$ cat src/rtl/hazard_scoreboard_if.sv
// ID/EX/WB hazard-unit signal bundle.
// master = pipeline side (drives decode info), slave = hazard_scoreboard.
interface hazard_scoreboard_if #(
  parameter int NUM_REGS = 32,
  parameter int REG_AW   = 5,
  parameter int LAT_W    = 4,
  parameter int CNT_W    = 16
);
  logic              id_valid;
  logic [REG_AW-1:0] id_rs1;
  logic [REG_AW-1:0] id_rs2;
  logic [REG_AW-1:0] id_rs3;
  logic              id_use_rs1;
  logic              id_use_rs2;
  logic              id_use_rs3;
  logic [REG_AW-1:0] id_rd;
  logic              id_rd_we;
  logic              id_long;
  logic [LAT_W-1:0]  id_lat;
  logic              ex_mem_read;
  logic [REG_AW-1:0] ex_rd;
  logic              wb_valid;
  logic [REG_AW-1:0] wb_rd;
  logic              br_ctrl;

  logic              load_stall;
  logic              sb_stall;
  logic              stall;
  logic              flush;
  logic [NUM_REGS-1:0] busy_vec;
  logic [CNT_W-1:0]    stall_cnt;

  modport master (
    output id_valid, id_rs1, id_rs2, id_rs3, id_use_rs1, id_use_rs2, id_use_rs3,
           id_rd, id_rd_we, id_long, id_lat, ex_mem_read, ex_rd, wb_valid, wb_rd, br_ctrl,
    input  load_stall, sb_stall, stall, flush, busy_vec, stall_cnt
  );

  modport slave (
    input  id_valid, id_rs1, id_rs2, id_rs3, id_use_rs1, id_use_rs2, id_use_rs3,
           id_rd, id_rd_we, id_long, id_lat, ex_mem_read, ex_rd, wb_valid, wb_rd, br_ctrl,
    output load_stall, sb_stall, stall, flush, busy_vec, stall_cnt
  );
endinterface

$ cat src/rtl/hazard_scoreboard.sv
// ID/EX hazard unit: load-use detection, per-register long-latency scoreboard,
// multi-cycle branch flush and a saturating stall-cycle counter.
module hazard_scoreboard #(
  parameter int NUM_REGS     = 32,
  parameter int REG_AW       = 5,
  parameter int LAT_W        = 4,
  parameter int FLUSH_CYCLES = 1,
  parameter int CNT_W        = 16
) (
  input logic clk,
  input logic rstn,
  hazard_scoreboard_if.slave hz
);
  localparam int FC_W   = (FLUSH_CYCLES > 1) ? $clog2(FLUSH_CYCLES) : 1;
  localparam int EXT_SZ = 1 << REG_AW;

  logic [NUM_REGS-1:0] busy_q;
  logic [LAT_W-1:0]    cnt_q [NUM_REGS];
  logic [FC_W-1:0]     fcnt_q;
  logic [CNT_W-1:0]    stall_cnt_q;
  logic [EXT_SZ-1:0]   busy_ext;

  logic hit1, hit2, hit3;
  logic load_stall, sb_stall, stall, flush, issue;

  // Indices above NUM_REGS-1 read as never busy.
  always_comb begin
    busy_ext = '0;
    busy_ext[NUM_REGS-1:0] = busy_q;
  end

  assign hit1 = hz.id_use_rs1 & (hz.id_rs1 != '0);
  assign hit2 = hz.id_use_rs2 & (hz.id_rs2 != '0);
  assign hit3 = hz.id_use_rs3 & (hz.id_rs3 != '0);

  assign load_stall = rstn & hz.id_valid & hz.ex_mem_read & (hz.ex_rd != '0) &
                      ((hit1 & (hz.id_rs1 == hz.ex_rd)) |
                       (hit2 & (hz.id_rs2 == hz.ex_rd)) |
                       (hit3 & (hz.id_rs3 == hz.ex_rd)));

  assign sb_stall = hz.id_valid &
                    ((hit1 & busy_ext[hz.id_rs1]) |
                     (hit2 & busy_ext[hz.id_rs2]) |
                     (hit3 & busy_ext[hz.id_rs3]) |
                     (hz.id_rd_we & (hz.id_rd != '0) & busy_ext[hz.id_rd]));

  // id_valid qualifies the ID slot and stall acts as the inverse of ready:
  // the ID instruction moves into EX only in a cycle with id_valid & ~stall & ~flush.
  assign flush = hz.br_ctrl | (fcnt_q != '0);
  assign stall = (load_stall | sb_stall) & ~flush;
  assign issue = hz.id_valid & hz.id_long & hz.id_rd_we & (hz.id_rd != '0) & ~stall & ~flush;

  always_ff @(posedge clk or negedge rstn) begin
    if (!rstn) begin
      busy_q <= '0;
      for (int i = 0; i < NUM_REGS; i++) cnt_q[i] <= '0;
    end else begin
      // Slot 0 is never written, so x0 stays permanently idle.
      for (int i = 1; i < NUM_REGS; i++) begin
        if (issue && (hz.id_rd == REG_AW'(i))) begin
          busy_q[i] <= 1'b1;
          cnt_q[i]  <= hz.id_lat;
        end else if (hz.wb_valid && (hz.wb_rd == REG_AW'(i))) begin
          busy_q[i] <= 1'b0;
          cnt_q[i]  <= '0;
        end else if (cnt_q[i] == LAT_W'(1)) begin
          busy_q[i] <= 1'b0;
          cnt_q[i]  <= '0;
        end else if (cnt_q[i] > LAT_W'(1)) begin
          cnt_q[i]  <= cnt_q[i] - LAT_W'(1);
        end
      end
    end
  end

  always_ff @(posedge clk or negedge rstn) begin
    if (!rstn) begin
      fcnt_q <= '0;
    end else if (hz.br_ctrl) begin
      fcnt_q <= FC_W'(FLUSH_CYCLES - 1);
    end else if (fcnt_q != '0) begin
      fcnt_q <= fcnt_q - FC_W'(1);
    end
  end

  always_ff @(posedge clk or negedge rstn) begin
    if (!rstn) begin
      stall_cnt_q <= '0;
    end else if (stall && (stall_cnt_q != '1)) begin
      stall_cnt_q <= stall_cnt_q + CNT_W'(1);
    end
  end

  assign hz.load_stall = load_stall;
  assign hz.sb_stall   = sb_stall;
  assign hz.stall      = stall;
  assign hz.flush      = flush;
  assign hz.busy_vec   = busy_q;
  assign hz.stall_cnt  = stall_cnt_q;
endmodule

$ cat src/flat_wrapper.sv
// flat-port wrapper written by rule: the top's interface ports become plain ports
module hazard_scoreboard_flat 
#(
  parameter int NUM_REGS     = 32,
  parameter int REG_AW       = 5,
  parameter int LAT_W        = 4,
  parameter int FLUSH_CYCLES = 1,
  parameter int CNT_W        = 16
)
  (clk, rstn, hz_id_valid, hz_id_rs1, hz_id_rs2, hz_id_rs3, hz_id_use_rs1, hz_id_use_rs2, hz_id_use_rs3, hz_id_rd, hz_id_rd_we, hz_id_long, hz_id_lat, hz_ex_mem_read, hz_ex_rd, hz_wb_valid, hz_wb_rd, hz_br_ctrl, hz_load_stall, hz_sb_stall, hz_stall, hz_flush, hz_busy_vec, hz_stall_cnt);
  hazard_scoreboard_if #(.NUM_REGS(NUM_REGS), .REG_AW(REG_AW), .LAT_W(LAT_W), .CNT_W(CNT_W)) hz_i ();
  input logic clk;
  input logic rstn;
  input wire logic [$bits(hz_i.id_valid)-1:0] hz_id_valid;
  input wire logic [$bits(hz_i.id_rs1)-1:0] hz_id_rs1;
  input wire logic [$bits(hz_i.id_rs2)-1:0] hz_id_rs2;
  input wire logic [$bits(hz_i.id_rs3)-1:0] hz_id_rs3;
  input wire logic [$bits(hz_i.id_use_rs1)-1:0] hz_id_use_rs1;
  input wire logic [$bits(hz_i.id_use_rs2)-1:0] hz_id_use_rs2;
  input wire logic [$bits(hz_i.id_use_rs3)-1:0] hz_id_use_rs3;
  input wire logic [$bits(hz_i.id_rd)-1:0] hz_id_rd;
  input wire logic [$bits(hz_i.id_rd_we)-1:0] hz_id_rd_we;
  input wire logic [$bits(hz_i.id_long)-1:0] hz_id_long;
  input wire logic [$bits(hz_i.id_lat)-1:0] hz_id_lat;
  input wire logic [$bits(hz_i.ex_mem_read)-1:0] hz_ex_mem_read;
  input wire logic [$bits(hz_i.ex_rd)-1:0] hz_ex_rd;
  input wire logic [$bits(hz_i.wb_valid)-1:0] hz_wb_valid;
  input wire logic [$bits(hz_i.wb_rd)-1:0] hz_wb_rd;
  input wire logic [$bits(hz_i.br_ctrl)-1:0] hz_br_ctrl;
  output wire logic [$bits(hz_i.load_stall)-1:0] hz_load_stall;
  output wire logic [$bits(hz_i.sb_stall)-1:0] hz_sb_stall;
  output wire logic [$bits(hz_i.stall)-1:0] hz_stall;
  output wire logic [$bits(hz_i.flush)-1:0] hz_flush;
  output wire logic [$bits(hz_i.busy_vec)-1:0] hz_busy_vec;
  output wire logic [$bits(hz_i.stall_cnt)-1:0] hz_stall_cnt;
  assign hz_i.id_valid = hz_id_valid;
  assign hz_i.id_rs1 = hz_id_rs1;
  assign hz_i.id_rs2 = hz_id_rs2;
  assign hz_i.id_rs3 = hz_id_rs3;
  assign hz_i.id_use_rs1 = hz_id_use_rs1;
  assign hz_i.id_use_rs2 = hz_id_use_rs2;
  assign hz_i.id_use_rs3 = hz_id_use_rs3;
  assign hz_i.id_rd = hz_id_rd;
  assign hz_i.id_rd_we = hz_id_rd_we;
  assign hz_i.id_long = hz_id_long;
  assign hz_i.id_lat = hz_id_lat;
  assign hz_i.ex_mem_read = hz_ex_mem_read;
  assign hz_i.ex_rd = hz_ex_rd;
  assign hz_i.wb_valid = hz_wb_valid;
  assign hz_i.wb_rd = hz_wb_rd;
  assign hz_i.br_ctrl = hz_br_ctrl;
  assign hz_load_stall = hz_i.load_stall;
  assign hz_sb_stall = hz_i.sb_stall;
  assign hz_stall = hz_i.stall;
  assign hz_flush = hz_i.flush;
  assign hz_busy_vec = hz_i.busy_vec;
  assign hz_stall_cnt = hz_i.stall_cnt;
  hazard_scoreboard #(.NUM_REGS(NUM_REGS), .REG_AW(REG_AW), .LAT_W(LAT_W), .FLUSH_CYCLES(FLUSH_CYCLES), .CNT_W(CNT_W)) u_core (.clk(clk), .rstn(rstn), .hz(hz_i));
endmodule
$ cat config.mk
export PLATFORM = sky130hd
export DESIGN_NAME = hazard_scoreboard_flat
export DESIGN_NICKNAME = d
export VERILOG_FILES = /design/src/rtl/hazard_scoreboard_if.sv /design/src/rtl/hazard_scoreboard.sv /design/src/flat_wrapper.sv
export SDC_FILE = /design/constraint.sdc
export NUM_CORES = 1
export LEC_CHECK = 0
export BUFFER_PORTS_ARGS = -buffer_cell sky130_fd_sc_hd__buf_4
export CORE_MARGIN = 2
export CORE_UTILIZATION = 37
export DETAILED_ROUTE_END_ITERATION = 8
export PLACE_DENSITY = 0.56
export SLEW_MARGIN = 0
export SYNTH_ARGS = -nofsm -noshare
export SYNTH_HDL_FRONTEND = slang
export SYNTH_SLANG_ARGS = --single-unit
$ cat constraint.sdc
create_clock -name clk -period 6.5 [get_ports clk]
set_clock_uncertainty 0.2 [all_clocks]
set_input_delay 0.325 -clock clk [delete_from_list [all_inputs] [get_ports clk]]
set_output_delay 0.325 -clock clk [all_outputs]
set_load 0.02 [all_outputs]
==> reports/qor.csv, run 1 <==
stage;metric;value;unit
synthesis;synth.area.top_cells;dfrtp_1, mux2_2, ha_1, mux2i_1, nor2_1;
timing;hold_viol;0;
power_and_ir_drop;power.leakage;0.006670;uW
flow_run;max_cap_violations;0;
setup_path;path_max_fanout;18;
layout;antenna_cells;0;
floorplan;die_h;187.6;microns
timing;fmaxAchievable;240.5;MHz
global_route;grt_overflow;0;
clocking;cts.reportedPaths.clkPinSlew;0.07;ns
layout;fin_area;14190;sq um
setup_path;crit_type;register to register;
routing;drtPass1Iterations;5;
layout;area_growth;13.81;%
routing;wl_per_cell;18.85;microns
routing;vias;10210;
clocking;ctsHtreeMaxLevel;4;
synthesis;synth_top_area_cell;dfrtp_1;
global_route;antenna_found_initial;1;
synthesis;synth-seq-cells;171;
setup_path;crit_slowest_cell;nor2_4;
routing;wirelength;34.82;mm
routing;vias_per_cell;5.530;
clocking;cts_tree;done;
floorplan;io_pins;97;
routing;drt-initial-drc-count;721;
routing;ant_nets;0;
clocking;cts_root_buffer;clkbuf_16;
status;status;complete, no violations;
floorplan;start_util;37.36;%
timing;fin_crit;4.158;ns
layout;layout.nets;1494;
synthesis;ys.flop_type;dfrtp_1;
clocking;cts_buffers;17;
global_route;grt_pass1_vias;10040;
layout;drive_above_1_share;20.23;%
placed_design;numPortBuffers;95;
timing;slew_viol_final;0;
floorplan;rows;67;
synthesis;synth_most_common_cell;dfrtp_1;
timing;relSlewSlack;30.99;%
floorplan;die_w;187.6;microns
power_and_ir_drop;peakVddDrop;0.1925;mV
placed_design;dp_hpwl;24.38;mm
timing;tightest_slew;1.027;ns
floorplan;coreArea;33360;sq um
global_route;grt_util_all_layers;20.02;%
power_and_ir_drop;power_density;405.6;nW/um^2
clocking;cts_buffer_depth;2;
synthesis;syn_nets;1424;
setup_path;critPathLaunchType;register;
synthesis;synth.top_cell.area_share;34.33;%
synthesis;syn_area_per_cell;9.472;sq um
global_route;grt_max_degree;62;
setup_path;crit_required;6.62;ns
synthesis;synth_seq_area_share;34.33;%
synthesis;synth_edf_count;0;
placed_design;placed_cell_area;13550;sq um
setup_path;slowest_delay;0.67;ns
setup_path;cp-end-kind;register;
setup_path;worstPathCellList;mux4_1 > o21ai_0 > o221ai_1 > a32oi_1 > or3b_4 > nor2_4 > buf_4 > and4_1 > mux2_2;
synthesis;yosys_warnings;1;
synthesis;synth_area;12470;sq um
clocking;cts_resized;0;
setup_path;cp.arrival;4.28;ns
worst_hold_path;hold_path.class;primary input to asynchronous set/reset pin;
floorplan;die_area;35180;sq um
placed_design;place.gp.congestion;0.8684;
routing;drc_errors;0;
clocking;cts.sinks;171;
global_route;grt_pass1_wl;55.68;mm
timing;finalSetupViolations;0;
timing;rsz0062_at_grt;false;
synthesis;async_flop_share;100.0;%
timing;fin_crit_sh;63.96;%
synthesis;synth_cell_types;66;
synthesis;netlist_top_cells_count;dfrtp_1, nor2_1, nand2_1;
timing;fin_tns_setup;0;ns
synthesis;postSynthCellCount;1316;
clocking;clk_latency;0.45;ns
==> stage by stage <==
| stage | power (uW) | util [%] | hold slack, ns | setup WS [ns] | instances |
|---|---|---|---|---|---|
| detailed placement | 4657 | 40.60 | 0.1275 | 1.978 | 1813 |
| CTS | 5783 | 42.52 | 0.2329 | 2.383 | 1847 |
| global route | 6272 | 42.52 | 0.2540 | 2.165 | 1847 |
| finish | 5754 | 42.52 | 0.2214 | 2.342 | 1847 |
| global placement | 4567 | 40.60 | 0.1285 | 2.073 | 1813 |
| floorplan | 4090 | - | -0.1706 | 3.192 | 1316 |
==> sequential cells by signal, indices dropped and copies added (netlist names) <==
signal,flops
u_core.cnt_q,124
u_core.hz.busy_vec,31
u_core.hz.stall_cnt,16
==> placed cells by master, fill, tap and decap left out, types with 5 or more instances in the layout <==
master	count
nor2b_1	7
o22ai_1	8
or3_1	11
a211oi_1	21
o21bai_1	8
xor2_1	21
nand2b_1	32
mux4_2	15
nand3b_1	49
ha_1	63
a211o_1	13
dfrtp_1	171
nor4_1	9
buf_4	103
nand4_4	6
mux2_4	30
a21oi_1	50
nand4b_4	5
nand4b_1	9
nor3_1	60
a31oi_1	5
and4_1	12
inv_1	67
o21ai_0	51
mux2_2	78
xnor2_1	19
nand3_1	21
mux2i_1	74
nand4_1	9
nor2_1	169
o221ai_1	6
clkbuf_16	17
nand2_1	106
==> area by class of cell <==
class	instances	area, sq um
Clock buffer	21	460.4
Clock inverter	11	160.2
Fill cell	3288	19180
Inverter	68	255.2
Multi-Input combinational cell	1022	7667
Sequential cell	171	4279
Tap cell	448	560.5
Timing Repair Buffer	106	804.5
==> report_power, final <==
part / total, uW / switching (uW) / internal, uW / leakage, uW
registers: 1890 / 413 / 1480 / 0.00217
logic: 2760 / 1300 / 1460 / 0.00421
clock network: 1100 / 467 / 632 / 0.000296
==> metal layers <==
metal	global-route usage, %	wire, microns	vias to the layer above
met3	4.211	1935	43
met2	32.39	16150	281
met5	0	10	-
met4	5.815	677	2
met1	27.02	16040	5034
li1	-	-	4854
==> worst paths after layout <==
kind	startpoint	endpoint	cells after the start	slack [ns]
setup / recovery	u_core.hz.busy_vec[4]$_DFFE_PN0P_	u_core.cnt_q[67]$_DFFE_PN0P_	9	2.34
hold reg to reg	u_core.hz.stall_cnt[13]$_DFFE_PN0P_	u_core.hz.stall_cnt[13]$_DFFE_PN0P_	1	0.29
max in group asynchronous	rstn	u_core.hz.busy_vec[30]$_DFFE_PN0P_	3	4.66
setup reg to reg	u_core.hz.busy_vec[4]$_DFFE_PN0P_	u_core.cnt_q[67]$_DFFE_PN0P_	9	2.34
min in group clk	hz_id_rd_we	u_core.cnt_q[52]$_DFFE_PN0P_	5	0.26
hold / removal	rstn	u_core.hz.busy_vec[19]$_DFFE_PN0P_	2	0.22
==> cells by family after synthesis <==
family	synth area share (%)
xor gates and xnor gates	2.810
and+or+nand+nor	22.76
other	0.03008
DFF	34.33
muxes	19.73
adders and majority gates	6.323
buffers and inverters	4.226
AOI/OAI and AO/OA	9.786
==> worst max-delay path: cells and delay by family (launching register included) <==
family / cells / cell delay [ns]
buffers and inverters: 1 / 0.38
DFF: 1 / 0.54
and+or+nand+nor: 3 / 1.46
muxes: 2 / 0.91
AOI/OAI and AO/OA: 3 / 0.53
==> what timing repair did <==
action,CTS,global route
endpoints found under the hold margin,52,0
buffers inserted,0,0
hold buffers,2,0
Power figures use the tool's default switching activity.
==> run 2, diff against run 1 <==
- PLACE_DENSITY: 0.56 -> 0.58
- clock period: 6.5 -> 3.4 ns (I/O delays scaled with it)
==> run 2 against run 1 <==
Against the previous run: sequential power rose by 89%; die area is the same; largest cell class unchanged; setup slack got worse by 2.2 ns; worst hold slack worse by 0.17 ns; sequential share of layout area fell by 0.81 points; global-route usage is 0.34 points higher; critical path depth is the same; flip-flop and latch count unchanged; utilization is 1.2 points higher.
==> reports/qor.csv, run 2 (synthesis results as in run 1) <==
stage;metric;value;unit;change
status;status;complete, no violations;;
placed_design;dp_cells;1863;;+2.8%
global_route;antenna_found_initial;2;;+1
layout;utilization;43.71;%;+1.2 points
global_route;grt_pass1_wl;56.02;mm;+0.61%
setup_path;crit_required;3.53;ns;-3.09 ns
power_and_ir_drop;power.leakage;0.006931;uW;+3.9%
flow_run;max_cap_violations;0;;unchanged
setup_path;cp-end-kind;register;;
routing;wirelength;35.75;mm;+2.7%
layout;final_common_cell;dfrtp_1;;
power_and_ir_drop;p_total;10900;uW;+89%
routing;ant_nets;0;;unchanged
routing;drtPass1Iterations;5;;unchanged
floorplan;die_h;187.6;microns;unchanged
setup_path;cp.arrival;3.41;ns;-0.87 ns
placed_design;place.gp.congestion;0.9099;;+4.8%
placed_design;numPortBuffers;95;;unchanged
layout;top_register;u_core.cnt_q;;
timing;hold_viol;0;;unchanged
routing;vias_per_cell;5.454;;-1.4%
clocking;clk_latency;0.44;ns;about the same
timing;fin_tns_setup;0;ns;unchanged
layout;drive_above_1_share;23.50;%;+3.3 points
layout;area_growth;16.98;%;
clocking;cts.sinks;171;;unchanged
global_route;grt_max_degree;127;;+100%
routing;drc_errors;0;;unchanged
routing;drt-initial-drc-count;832;;+15%
timing;fin_crit;3.280;ns;-0.8773 ns
setup_path;r2r_slack;0.12;ns;-2.22 ns
clocking;cts_buffer_depth;2;;unchanged
clocking;cts_buffers;17;;unchanged
clocking;cts_root_buffer;clkbuf_16;;
layout;largest_reg_flops;124;;unchanged
power_and_ir_drop;power_density;747.2;nW/um^2;+84%
layout;layout_common_cells;dfrtp_1, nor2_1, buf_4;;
worst_hold_path;hold_path.class;primary input to register;;
placed_design;dp_hpwl;26.29;mm;+7.9%
floorplan;rows;67;;unchanged
layout;fill_cells;3294;;+0.18%
layout;layout.nets;1546;;+3.5%
timing;fmaxAchievable;304.8;MHz;+27%
layout;layout.cells.non_filler;1900;;+2.9%
routing;vias;10360;;+1.4%
clocking;ctsHtreeMaxLevel;4;;unchanged
setup_path;crit_type;register to register;;
floorplan;coreArea;33360;sq um;unchanged
timing;relSlewSlack;48.29;%;+17 points
global_route;grt_util_all_layers;20.36;%;+0.34 points
power_and_ir_drop;peakVddDrop;0.3906;mV;+100%
global_route;grt_overflow;0;;unchanged
routing;wl_per_cell;18.81;microns;-0.19%
floorplan;io_pins;97;;unchanged
timing;slew_viol_final;0;;unchanged
timing;finalSetupViolations;0;;unchanged
setup_path;critPathLaunchType;register;;
clocking;cts_tree;done;;
setup_path;path_max_fanout;18;;unchanged
floorplan;start_util;37.36;%;unchanged
clocking;cts.reportedPaths.clkPinSlew;0.07;ns;about the same
timing;fin_crit_sh;96.48;%;+33 points
timing;whs;0.05154;ns;-0.1699 ns
timing;tightest_slew;0.7697;ns;-0.2576 ns
global_route;grt_pass1_vias;10010;;-0.35%
floorplan;die_area;35180;sq um;unchanged
timing;rsz0062_at_grt;false;;
floorplan;die_w;187.6;microns;unchanged
==> run 2: cell count changes in the layout (fill, tap and decap cells not counted), moves of 3 or more <==
cell | previous run | this run
and4_1 | 12 | 6
and4_2 | 0 | 6
buf_12 | 0 | 3
buf_4 | 103 | 152
clkinv_2 | 0 | 3
clkinv_4 | 4 | 0
inv_6 | 1 | 4
==> run 2: layout make-up <==
cell class	count	area, sq um	area share [%]
Inverter	68	255.2	1.750
Tap cell	448	560.5	3.844
Clock buffer	19	432.9	2.969
Clock inverter	13	140.1	0.9610
Multi-Input combinational cell	1022	7679	52.66
Timing Repair Buffer	158	1232	8.451
Sequential cell	171	4280	29.35
Antenna cell	1	2.502	0.01716
==> run 2: per-layer routing <==
metal	GRT usage, %	vias up	share of wire (%)
li1	-	4932	-
met1	27.28	5043	45
met2	32.61	328	46
met3	4.380	59	6.3
met4	7.026	0	2.7
met5	0	-	0
==> run 2: final timing paths <==
path / from / end / cells after the start
max: u_core.hz.busy_vec[16]$_DFFE_PN0P_ / u_core.cnt_q[123]$_DFFE_PN0P_ / 9
min: hz_id_rd[3] / u_core.cnt_q[60]$_DFFE_PN0P_ / 4
max reg2reg: u_core.hz.busy_vec[16]$_DFFE_PN0P_ / u_core.cnt_q[123]$_DFFE_PN0P_ / 9
min reg2reg: u_core.hz.stall_cnt[4]$_DFFE_PN0P_ / u_core.hz.stall_cnt[4]$_DFFE_PN0P_ / 1
max in group asynchronous: rstn / u_core.hz.busy_vec[16]$_DFFE_PN0P_ / 4
min in group asynchronous: rstn / u_core.cnt_q[97]$_DFFE_PN0P_ / 3
==> run 2: stage by stage <==
stage | worst slack, ns | area [sq um]
2_1_floorplan | 0.2469 | 12470
3_3_place_gp | 0.1102 | 13950
3_5_place_dp | 0.09800 | 13950
4_1_cts | 0.08325 | 14540
5_1_grt | 0.0002838 | 14580
6_report | 0.1196 | 14580
==> run 2: repair_timing <==
action / CTS / global route
hold buffers: 2 / 0
setup endpoints to repair: 0 / 40
buffers inserted: 0 / 2
hold endpoints to repair: 126 / 0
gates resized for setup: 0 / 11
==> run 2: power breakdown <==
group / internal (uW) / switching, uW
Clock: 1090 / 875
Combinational: 2860 / 2500
Sequential: 2830 / 752
==> run 2: worst max-delay path: stages, from the launching register on <==
cell and delay [ns]:
dfrtp_2 0.45, mux4_1 0.52, a32oi_1 0.20, a41oi_1 0.15, a32oi_1 0.16, or3b_4 0.42, nor2_4 0.17, buf_12 0.20
and4_1 0.34, mux2_2 0.36
==> run 3, diff against run 2 <==
- CORE_MARGIN: 2 -> 5
- PLACE_DENSITY: 0.58 -> 0.52
==> run 3 against run 2 <==
Against the previous run: sequential share of layout area shrank 0.059 points; cell area grew 0.38%; non-clock buffer count grew 6; combinational power is essentially flat; flip-flop and latch count is the same; wire length grew 2.9%; via count shrank 0.67%; critical path type unchanged; global-route usage shrank 1.2 points.
==> reports/qor.csv, run 3 (synthesis results as in run 1) <==
stage;metric;value;unit;change
routing;vias;10290;;-0.67%
floorplan;io_pins;97;;unchanged
setup_path;cp-end-kind;register;;
placed_design;placed_cell_area;14000;sq um;+0.40%
placed_design;place.gp.congestion;0.8918;;-2.0%
status;status;complete, no violations;;
clocking;cts_buffers;17;;unchanged
clocking;cts_tree;done;;
placed_design;numPortBuffers;95;;unchanged
clocking;cts.sinks;171;;unchanged
setup_path;cp.arrival;3.49;ns;+0.08 ns
global_route;grt_util_all_layers;19.19;%;-1.2 points
power_and_ir_drop;power_density;744.7;nW/um^2;-0.33%
global_route;grt_overflow;0;;unchanged
timing;fin_crit;3.359;ns;+0.07873 ns
routing;wirelength;36.77;mm;+2.9%
timing;relSlewSlack;31.33;%;-17 points
floorplan;die_h;193.6;microns;+3.2%
global_route;antenna_found_initial;3;;+1
routing;drt-initial-drc-count;704;;-15%
floorplan;rows;67;;unchanged
setup_path;crit_required;3.53;ns;about the same
routing;vias_per_cell;5.400;;-0.98%
floorplan;die_area;37460;sq um;+6.5%
timing;rsz0062_at_grt;false;;
global_route;grt_max_degree;165;;+30%
floorplan;coreArea;33360;sq um;unchanged
layout;final_common_cell;nor2_1;;
power_and_ir_drop;peakVddDrop;0.3251;mV;-17%
timing;fmaxAchievable;297.7;MHz;-2.3%
timing;fin_tns_setup;0;ns;unchanged
flow_run;max_cap_violations;0;;unchanged
layout;largest_reg_flops;124;;unchanged
worst_hold_path;hold_path.class;primary input to register;;
placed_design;dp_hpwl;26.92;mm;+2.4%
routing;wl_per_cell;19.29;microns;+2.5%
global_route;grt_pass1_wl;57.39;mm;+2.4%
routing;drtPass1Iterations;5;;unchanged
routing;drc_errors;0;;unchanged
floorplan;start_util;37.36;%;unchanged
timing;finalSetupViolations;0;;unchanged
setup_path;critPathLaunchType;register;;
clocking;cts.reportedPaths.clkPinSlew;0.09;ns;+0.02 ns
setup_path;path_max_fanout;16;;-2
floorplan;die_w;193.6;microns;+3.2%
timing;hold_viol;0;;unchanged
layout;area_growth;17.42;%;
layout;drive_above_1_share;24.09;%;+0.59 points
routing;ant_nets;0;;unchanged
timing;fin_crit_sh;98.80;%;+2.3 points
setup_path;crit_type;register to register;;
layout;layout_common_cells;nor2_1, dfrtp_1, buf_4;;
layout;layout.nets;1552;;+0.39%
clocking;cts_root_buffer;clkbuf_16;;
layout;fin_area;14640;sq um;+0.38%
clocking;cts_buffer_depth;2;;unchanged
timing;slew_viol_final;0;;unchanged
global_route;grt_pass1_vias;10020;;+0.16%
power_and_ir_drop;p_total;10900;uW;about the same
layout;top_register;u_core.cnt_q;;
power_and_ir_drop;power.leakage;0.006963;uW;+0.45%
timing;whs;0.1357;ns;+0.08416 ns
clocking;ctsHtreeMaxLevel;4;;unchanged
timing;tightest_slew;1.030;ns;+0.2604 ns
clocking;clk_latency;0.45;ns;about the same
[run 3: what timing repair did]
action	4_1_cts	5_1_grt
setup buffers	0	2
hold buffers	3	0
endpoints found under the setup margin	0	33
endpoints found under the hold margin	172	0
gates resized for setup	0	10
[run 3: per-stage QoR]
stage                     util [%]  instances  setup WS (ns)
after floorplan                  -       1316         0.2469
after global placement       41.97       1868        0.08654
after detailed placement     41.97       1868         0.1058
after CTS                    43.78       1903        0.05761
after global routing         43.87       1906        0.02078
final                        43.87       1906        0.04090
[run 3: path summary, 6_finish.rpt]
| kind | startpoint | to | slack (ns) | depth (start not counted) |
|---|---|---|---|---|
| max in group asynchronous | rstn | u_core.hz.busy_vec[18]$_DFFE_PN0P_ | 1.96 | 3 |
| worst max register to register | u_core.hz.busy_vec[30]$_DFFE_PN0P_ | u_core.cnt_q[98]$_DFFE_PN0P_ | 0.04 | 9 |
| worst min register to register | u_core.hz.stall_cnt[4]$_DFFE_PN0P_ | u_core.hz.stall_cnt[4]$_DFFE_PN0P_ | 0.29 | 1 |
| worst max-delay path | u_core.hz.busy_vec[30]$_DFFE_PN0P_ | u_core.cnt_q[98]$_DFFE_PN0P_ | 0.04 | 9 |
| worst min-delay path | hz_id_rd[4] | u_core.cnt_q[80]$_DFFE_PN0P_ | 0.14 | 5 |
| min in group asynchronous | rstn | u_core.hz.busy_vec[23]$_DFFE_PN0P_ | 0.18 | 3 |
[run 3: area by class of cell]
type                       count  area [sq um]
antenna                        1         2.502
clock buffer                  17         425.4
clock inverter                15         148.9
fill                        3247         18730
inverter                      68         255.2
multi-input combinational   1022          7674
sequential                   171          4288
tap                          448         560.5
timing repair buffer         164          1284
[run 3: power by group]
part | internal [uW] | switching, uW | leakage [uW] | total [uW]
combinational | 2860 | 2520 | 0.00453 | 5380
clock | 982 | 975 | 0.000283 | 1960
sequential | 2830 | 741 | 0.00215 | 3570
total | 6670 | 4230 | 0.00696 | 10900
[run 3: worst max-delay path, stage by stage, from the launching register on]
cell and delay (ns):
dfrtp_2 0.45, mux4_2 0.48, a32oi_1 0.26, a41oi_1 0.16
a32oi_1 0.18, or3b_4 0.42, nor2_4 0.19, buf_12 0.20
and4_1 0.33, mux2_2 0.36
[run 3: per-layer routing]
metal	GRT usage (%)	part of all wire [%]	vias up
li1	-	-	4960
met1	25.77	45	5027
met2	31.12	47	271
met3	5.236	6.7	31
met4	4.301	1.5	4
met5	0	0.092	-
